==> src/rtl/deparser_pkg.sv <==
// Shared deparser/parser definitions: bus widths, the absent-header marker and
// the deparser state encoding.
package deparser_pkg;

  localparam int unsigned BYTE_W = 8;
  localparam int unsigned DATA_W = 32;

  // Offset value marking a header slot the parser did not find
  localparam logic [DATA_W-1:0] NO_HEADER = 32'hFFFF_FFFF;

  typedef enum logic [1:0] {
    FREE = 2'd0,
    EMIT = 2'd1,
    DONE = 2'd2
  } state_e;

endpackage

==> src/rtl/deparser_hdr_sel.sv <==
// Combinational header finder over a presence mask.
//   mask_i   : one bit per header slot, set when the slot has bytes to emit
//   from_i   : lowest id to consider (may equal NUM_HEADERS, meaning none)
//   found_o  : a present slot with id >= from_i exists
//   id_o     : lowest such id
//   hi_id_o  : highest present id in the whole mask
module deparser_hdr_sel #(
  parameter int unsigned NUM_HEADERS = 2,
  parameter int unsigned IDW         = 1
) (
  input  logic [NUM_HEADERS-1:0] mask_i,
  input  logic [IDW:0]           from_i,
  output logic                   found_o,
  output logic [IDW-1:0]         id_o,
  output logic [IDW-1:0]         hi_id_o
);

  localparam int unsigned FW = IDW + 1;

  // Ascending scan: the first hit at or above from_i wins, the last hit overall is hi_id_o
  always_comb begin
    found_o = 1'b0;
    id_o    = '0;
    hi_id_o = '0;
    for (int i = 0; i < NUM_HEADERS; i++) begin
      if (mask_i[i] && !found_o && (FW'(i) >= from_i)) begin
        found_o = 1'b1;
        id_o    = IDW'(i);
      end
      if (mask_i[i]) begin
        hi_id_o = IDW'(i);
      end
    end
  end

endmodule

==> src/rtl/deparser.sv <==
// Packet deparser: serialises the present headers of a latched header buffer
// as a byte stream, in ascending header id order.
//   clk, rst                 : clock, asynchronous active-low reset
//   start_i                  : deparse request (accepted in FREE)
//   pkt_hdr_i, parsed_hdrs_i : header byte buffer and per-slot byte offsets
//   mod_start_i/_hdr_id_i/_hdr_len_i : header-length table write (FREE only)
//   byte_o, valid_o, last_o, ready_i : byte stream with backpressure
//   ready_o, len_o, err_o    : packet complete, bytes emitted, truncation seen
module deparser
  import deparser_pkg::*;
#(
  parameter int unsigned NUM_HEADERS = 2,
  parameter int unsigned HDR_MAX_LEN = 64,
  parameter int unsigned CNT_W       = 8
) (
  input  logic                                 clk,
  input  logic                                 rst,
  input  logic                                 start_i,
  input  logic [HDR_MAX_LEN-1:0][BYTE_W-1:0]   pkt_hdr_i,
  input  logic [NUM_HEADERS-1:0][DATA_W-1:0]   parsed_hdrs_i,
  input  logic                                 mod_start_i,
  input  logic [DATA_W-1:0]                    mod_hdr_id_i,
  input  logic [DATA_W-1:0]                    mod_hdr_len_i,
  output logic [BYTE_W-1:0]                    byte_o,
  output logic                                 valid_o,
  output logic                                 last_o,
  input  logic                                 ready_i,
  output logic                                 ready_o,
  output logic [CNT_W-1:0]                     len_o,
  output logic                                 err_o
);

  localparam int unsigned IDW = (NUM_HEADERS > 1) ? $clog2(NUM_HEADERS) : 1;
  localparam int unsigned FW  = IDW + 1;
  localparam int unsigned AW  = (HDR_MAX_LEN > 1) ? $clog2(HDR_MAX_LEN) : 1;

  state_e                               state_q;
  logic [HDR_MAX_LEN-1:0][BYTE_W-1:0]   hdr_q;
  logic [NUM_HEADERS-1:0][DATA_W-1:0]   offs_q;
  logic [NUM_HEADERS-1:0][DATA_W-1:0]   lens_q;
  logic [NUM_HEADERS-1:0]               mask_q;
  logic [IDW-1:0]                       last_id_q;
  logic [IDW-1:0]                       cur_id_q;
  logic [DATA_W-1:0]                    k_q;

  logic [NUM_HEADERS-1:0] mask_new;
  logic                   err_new;
  logic [NUM_HEADERS-1:0] sel_mask;
  logic [FW-1:0]          sel_from;
  logic                   sel_found;
  logic [IDW-1:0]         sel_id;
  logic [IDW-1:0]         sel_hi;

  logic [IDW-1:0]         cand_id;
  logic [DATA_W-1:0]      cand_k;
  logic [DATA_W-1:0]      cand_off;
  logic [DATA_W-1:0]      cand_addr;
  logic [BYTE_W-1:0]      cand_byte;
  logic [IDW-1:0]         tail_id;
  logic                   nat_last;
  logic                   at_end;
  logic                   cand_last;
  logic                   cand_trunc;

  // Slots with bytes to emit; an offset outside the buffer can never be emitted and counts as truncation
  always_comb begin
    mask_new = '0;
    err_new  = 1'b0;
    for (int i = 0; i < NUM_HEADERS; i++) begin
      if ((parsed_hdrs_i[i] != NO_HEADER) && (lens_q[i] != '0)) begin
        if (parsed_hdrs_i[i] < DATA_W'(HDR_MAX_LEN)) mask_new[i] = 1'b1;
        else                                         err_new     = 1'b1;
      end
    end
  end

  // In FREE search the incoming packet from id 0; in EMIT search past the current header
  always_comb begin
    sel_mask = (state_q == FREE) ? mask_new : mask_q;
    sel_from = (state_q == FREE) ? '0 : FW'(cur_id_q) + FW'(1);
  end

  deparser_hdr_sel #(
    .NUM_HEADERS (NUM_HEADERS),
    .IDW         (IDW)
  ) u_hdr_sel (
    .mask_i  (sel_mask),
    .from_i  (sel_from),
    .found_o (sel_found),
    .id_o    (sel_id),
    .hi_id_o (sel_hi)
  );

  // Next byte to present: same header k+1, or byte 0 of the next present header
  always_comb begin
    cand_id = cur_id_q;
    cand_k  = k_q + DATA_W'(1);
    if ((state_q == FREE) || (cand_k >= lens_q[cur_id_q])) begin
      cand_id = sel_id;
      cand_k  = '0;
    end
    cand_off   = (state_q == FREE) ? parsed_hdrs_i[cand_id] : offs_q[cand_id];
    cand_addr  = cand_off + cand_k;
    cand_byte  = (state_q == FREE) ? pkt_hdr_i[AW'(cand_addr)] : hdr_q[AW'(cand_addr)];
    tail_id    = (state_q == FREE) ? sel_hi : last_id_q;
    nat_last   = (cand_id == tail_id) && ((cand_k + DATA_W'(1)) == lens_q[cand_id]);
    at_end     = (cand_addr == DATA_W'(HDR_MAX_LEN - 1));
    cand_last  = nat_last || at_end;
    cand_trunc = at_end && !nat_last;
  end

  // State machine with registered stream and status outputs
  always_ff @(posedge clk or negedge rst) begin
    if (!rst) begin
      state_q   <= FREE;
      hdr_q     <= '0;
      offs_q    <= '0;
      lens_q    <= '0;
      mask_q    <= '0;
      last_id_q <= '0;
      cur_id_q  <= '0;
      k_q       <= '0;
      byte_o    <= '0;
      valid_o   <= 1'b0;
      last_o    <= 1'b0;
      ready_o   <= 1'b0;
      len_o     <= '0;
      err_o     <= 1'b0;
    end else begin
      case (state_q)
        FREE: begin
          if (mod_start_i) begin
            if (mod_hdr_id_i < DATA_W'(NUM_HEADERS)) lens_q[IDW'(mod_hdr_id_i)] <= mod_hdr_len_i;
          end else if (start_i) begin
            hdr_q     <= pkt_hdr_i;
            offs_q    <= parsed_hdrs_i;
            mask_q    <= mask_new;
            last_id_q <= sel_hi;
            len_o     <= '0;
            if (sel_found) begin
              state_q  <= EMIT;
              cur_id_q <= cand_id;
              k_q      <= cand_k;
              byte_o   <= cand_byte;
              valid_o  <= 1'b1;
              last_o   <= cand_last;
              ready_o  <= 1'b0;
              err_o    <= err_new | cand_trunc;
            end else begin
              state_q  <= DONE;
              ready_o  <= 1'b1;
              err_o    <= err_new;
            end
          end
        end
        EMIT: begin
          if (valid_o && ready_i) begin
            if (len_o != '1) len_o <= len_o + CNT_W'(1);
            if (last_o) begin
              state_q <= DONE;
              valid_o <= 1'b0;
              last_o  <= 1'b0;
              ready_o <= 1'b1;
            end else begin
              cur_id_q <= cand_id;
              k_q      <= cand_k;
              byte_o   <= cand_byte;
              last_o   <= cand_last;
              err_o    <= err_o | cand_trunc;
            end
          end
        end
        DONE: begin
          if (!start_i) state_q <= FREE;
        end
        default: state_q <= FREE;
      endcase
    end
  end

endmodule

==> config.mk <==
export PLATFORM = sky130hd
export DESIGN_NAME = deparser
export DESIGN_NICKNAME = d
export VERILOG_FILES = /design/src/rtl/deparser_pkg.sv /design/src/rtl/deparser_hdr_sel.sv /design/src/rtl/deparser.sv
export SDC_FILE = /design/constraint.sdc
export NUM_CORES = 2
export LEC_CHECK = 0
export BUFFER_PORTS_ARGS = -buffer_cell sky130_fd_sc_hd__buf_2
export CAP_MARGIN = 40
export CORE_AREA = 4 4 299 301
export CTS_CLUSTER_SIZE = 25
export DETAILED_ROUTE_END_ITERATION = 16
export DIE_AREA = 0 0 303 305
export PLACE_DENSITY = 0.68
export SYNTH_ARGS = -nofsm -noshare
export SYNTH_HDL_FRONTEND = slang
export SYNTH_SLANG_ARGS = --single-unit
==> constraint.sdc <==
create_clock -name clk -period 10 [get_ports clk]
set_input_delay 1.5 -clock clk [delete_from_list [all_inputs] [get_ports clk]]
set_output_delay 1.5 -clock clk [all_outputs]
set_load 0.01 [all_outputs]
==> results.json <==
{
  "synth_cell_types": 81,
  "synth_compound_area_share_pct": 6.84,
  "first_pass_iters": 6,
  "p_leak_nw": 23.9,
  "synthAdderAreaFrac_pct": 2.05,
  "r2r_start": "k_q[5]$_DFFE_PN0P_",
  "hold_path_end": "offs_q[26]$_DFFE_PN0P_",
  "nFillCells": 7686,
  "avgSynthCellArea_um2": 9.43,
  "synth-xor-area-share_pct": 2.06,
  "final_layout_size_suffix_gt1_share_pct": 25.9,
  "syn_area_mm2": 0.0413,
  "power_frac_clock_pct": 21.5,
  "grt_overflow": 0,
  "regArea_mm2": 0.0174,
  "remaining_drc_errors": 0,
  "std_cell_rows": 108,
  "stdcell_count": 6149,
  "synthMuxAreaShare_pct": 20.8,
  "outcome": "finished clean",
  "core_area_mm2": 0.0866,
  "globalplace.congestion": 0.938,
  "max_slew_margin_pct": 18.7,
  "swShare_pct": 40.0,
  "hold_start": "offs_q[26]$_DFFE_PN0P_",
  "ios": 665,
  "reg2reg_depth": 27,
  "cap_violations": 0,
  "synth_seq_area_share_pct": 42.2,
  "start_util_pct": 47.7,
  "setup_viol": 0,
  "synth_top_family_by_area": "simple AND/OR/NAND/NOR gates",
  "cp-start-kind": "flop",
  "cts_inserted_buffers": 80,
  "finalMaxSlewViolations": 0,
  "yosysTopAreaCellShare_pct": 42.2,
  "min_path_type": "flop to flop",
  "worst_pin_slew_ns": 1.22,
  "drtAntennaViolNets": 0,
  "wl_per_cell_um": 24.3,
  "period_minus_slack_ns": 9.05,
  "ys.flop_type": "dfrtp_1",
  "cp_max_fo": 14,
  "clkTransAtPathRegs_ns": 0.06,
  "grt_pass1_wl_mm": 223,
  "cts_resized": 0,
  "cts_hold_buf": 0,
  "cts_buffer_depth": 3,
  "die_h_um": 305,
  "grt_pass1_vias": 35800,
  "fp.dieW_um": 303,
  "p_sw_mw": 5.68,
  "finalCritPeriodShare_pct": 90.5,
  "finalSetupTns_ns": 0,
  "dieArea_mm2": 0.0924,
  "cts_tree": "yes",
  "postLayoutCoreUtil_pct": 56.2,
  "grt_usage_pct": 31.9,
  "cts-htree-levels": 3,
  "multi_input_area_mm2": 0.0226,
  "synth_edf_count": 0,
  "synth_cells": 4378,
  "yosysWarningCount": 0,
  "rsz0062_at_grt": "no",
  "p_int_mw": 8.53,
  "dp_hpwl_mm": 113,
  "combPwrFrac_pct": 50.7,
  "synth_nets": 5090,
  "drt-total-wl_mm": 150,
  "rrSetupSlack_ns": 0.95,
  "timing_worst_setup_path_type": "flop to flop",
  "synthToLayoutAreaGrowth_pct": 17.9,
  "ir_drop_v": 0.000259,
  "dr.first_iter.drc_count": 3549,
  "postCtsSetupBuffers": 0,
  "synth-simple-area-share_pct": 22.7,
  "via_per_inst": 5.86,
  "antenna_found_initial": 45,
  "worst_r2r_endpoint": "err_o$_DFFE_PN0P_",
  "dp_cells": 5971,
  "async_reset_ff_share_pct": 100,
  "synthTopCellsByArea": "dfrtp_1, nand2_1, mux4_2",
  "end_kind": "flop",
  "netlist_top_cells_count": "nand2_1, dfrtp_1, mux4_2",
  "min_path_cells": 2,
  "hold_viol_final": 0,
  "worst_ep_required_time_ns": 10.56,
  "clkLatencyLatePin_ns": 0.66,
  "yosysTopAreaCell": "dfrtp_1",
  "root_buffer": "clkbuf_16",
  "vias": 36100,
  "fmaxAchievable_mhz": 111,
  "final_nets": 5610,
  "fin_skew_ns": 0.0291,
  "power-per-cell-area_mw_per_mm2": 292,
  "portBuffers": 664,
  "cp_data_arrival_time_ns": 9.60,
  "synth_most_common_cell": "nand2_1",
  "pwr-share-seq_pct": 27.8,
  "ys_seq_elements": 697,
  "grt_max_degree": 215,
  "clock_sinks": 697
}
==> power by group through the flow <==
stage               clock (mW)  combinational [mW]  sequential, mW
finish                    3.06                7.20            3.95
global route              3.23                7.68            4.03
CTS                       3.11                7.22            3.94
detailed placement           0                7.19            3.98
global placement             0                7.08            3.98
floorplan                    0                4.90            3.84
==> per-stage QoR <==
step / hold slack, ns / cell area [um2] / power [mW] / setup WS, ns
after floorplan: 0.440 / 41300 / 8.74 / 1.94
after global placement: 0.452 / 45600 / 11.1 / 1.32
after detailed placement: 0.457 / 45900 / 11.2 / 1.15
after CTS: 0.471 / 48600 / 14.3 / 1.08
after global routing: 0.485 / 48700 / 14.9 / 0.405
final: 0.466 / 48700 / 14.2 / 0.954
==> cells in the final DEF (no fill, tap or decap), types with 23 or more instances in the layout <==
| cell | n |
|---|---|
| xnor2_1 | 46 |
| dfrtp_1 | 696 |
| mux2i_1 | 107 |
| nor2b_1 | 73 |
| clkbuf_16 | 81 |
| buf_2 | 664 |
| xor2_1 | 42 |
| o21ai_0 | 61 |
| a21oi_1 | 127 |
| and3_1 | 23 |
| nand4_1 | 44 |
| mux4_2 | 287 |
| nand2_1 | 1838 |
| nor2_1 | 83 |
| diode_2 | 35 |
| a211oi_1 | 131 |
| nor4_1 | 48 |
| buf_4 | 47 |
| ha_1 | 65 |
| inv_1 | 44 |
| nand3_1 | 34 |
| nor3_1 | 38 |
| mux2_2 | 95 |
==> routing by layer <==
layer  vias up  wire length, um  track usage (%)
met3       335            10200             4.98
met5         -              110                0
li1      16200                -                -
met2      1527            73700             52.9
met1     17900            57600             40.9
met4        18             8000             15.3
==> how the worst max path moves through the flow <==
stage	from	to	slack (ns)
floorplan	cur_id_q$_DFFE_PN0P_	byte_o[5]$_DFFE_PN0P_	1.94
global placement	k_q[5]$_DFFE_PN0P_	byte_o[1]$_DFFE_PN0P_	1.32
detailed placement	k_q[5]$_DFFE_PN0P_	err_o$_DFFE_PN0P_	1.15
CTS	k_q[5]$_DFFE_PN0P_	err_o$_DFFE_PN0P_	1.08
global route	k_q[10]$_DFFE_PN0P_	err_o$_DFFE_PN0P_	0.41
finish	k_q[5]$_DFFE_PN0P_	err_o$_DFFE_PN0P_	0.95
==> final cells by class <==
class | instances | area share [%]
antenna | 35 | 0.180
clock inverter | 31 | 0.874
timing repair buffer | 736 | 8.61
inverter | 45 | 0.347
sequential | 697 | 35.8
clock buffer | 112 | 4.75
tap | 1155 | 2.97
multi-input combinational | 3338 | 46.4
==> state kept, by name, summed over array words and instances (netlist names) <==
register	count
byte_o	8
state_q	2
last_id_q	1
valid_o	1
cur_id_q	1
lens_q	64
ready_o	1
len_o	8
err_o	1
mask_q	1
offs_q	64
hdr_q	512
k_q	32
last_o	1
==> critical path, stage by stage, from the launching register on <==
cell       delay [ns]
dfrtp_1          0.52
nand4_2          0.39
nor4_4           0.48
and3_1           0.34
nand2_1          0.10
xnor2_1          0.45
ha_1             0.35
a21oi_1          0.17
o21ai_0          0.17
or3_1            0.42
o21a_1           0.24
o21ai_0          0.28
and2_2           0.57
mux4_2           0.61
ha_4             0.19
fa_4             0.48
a211o_1          0.35
a2111oi_0        0.56
o31ai_1          0.30
a31oi_1          0.28
o21ai_0          0.21
a21oi_1          0.22
nor2b_1          0.08
o2111a_1         0.22
a311oi_1         0.24
nand4_1          0.20
o41a_1           0.41
o21ai_1          0.08
==> logic make-up after synthesis <==
group	Yosys count
and+or+nand+nor	2259
DFF	697
muxes	489
AOI/OAI and AO/OA	430
buffers and inverters	343
xor gates and xnor gates	93
adders and majority gates	67
No activity file was read; power rests on OpenSTA's default activity.
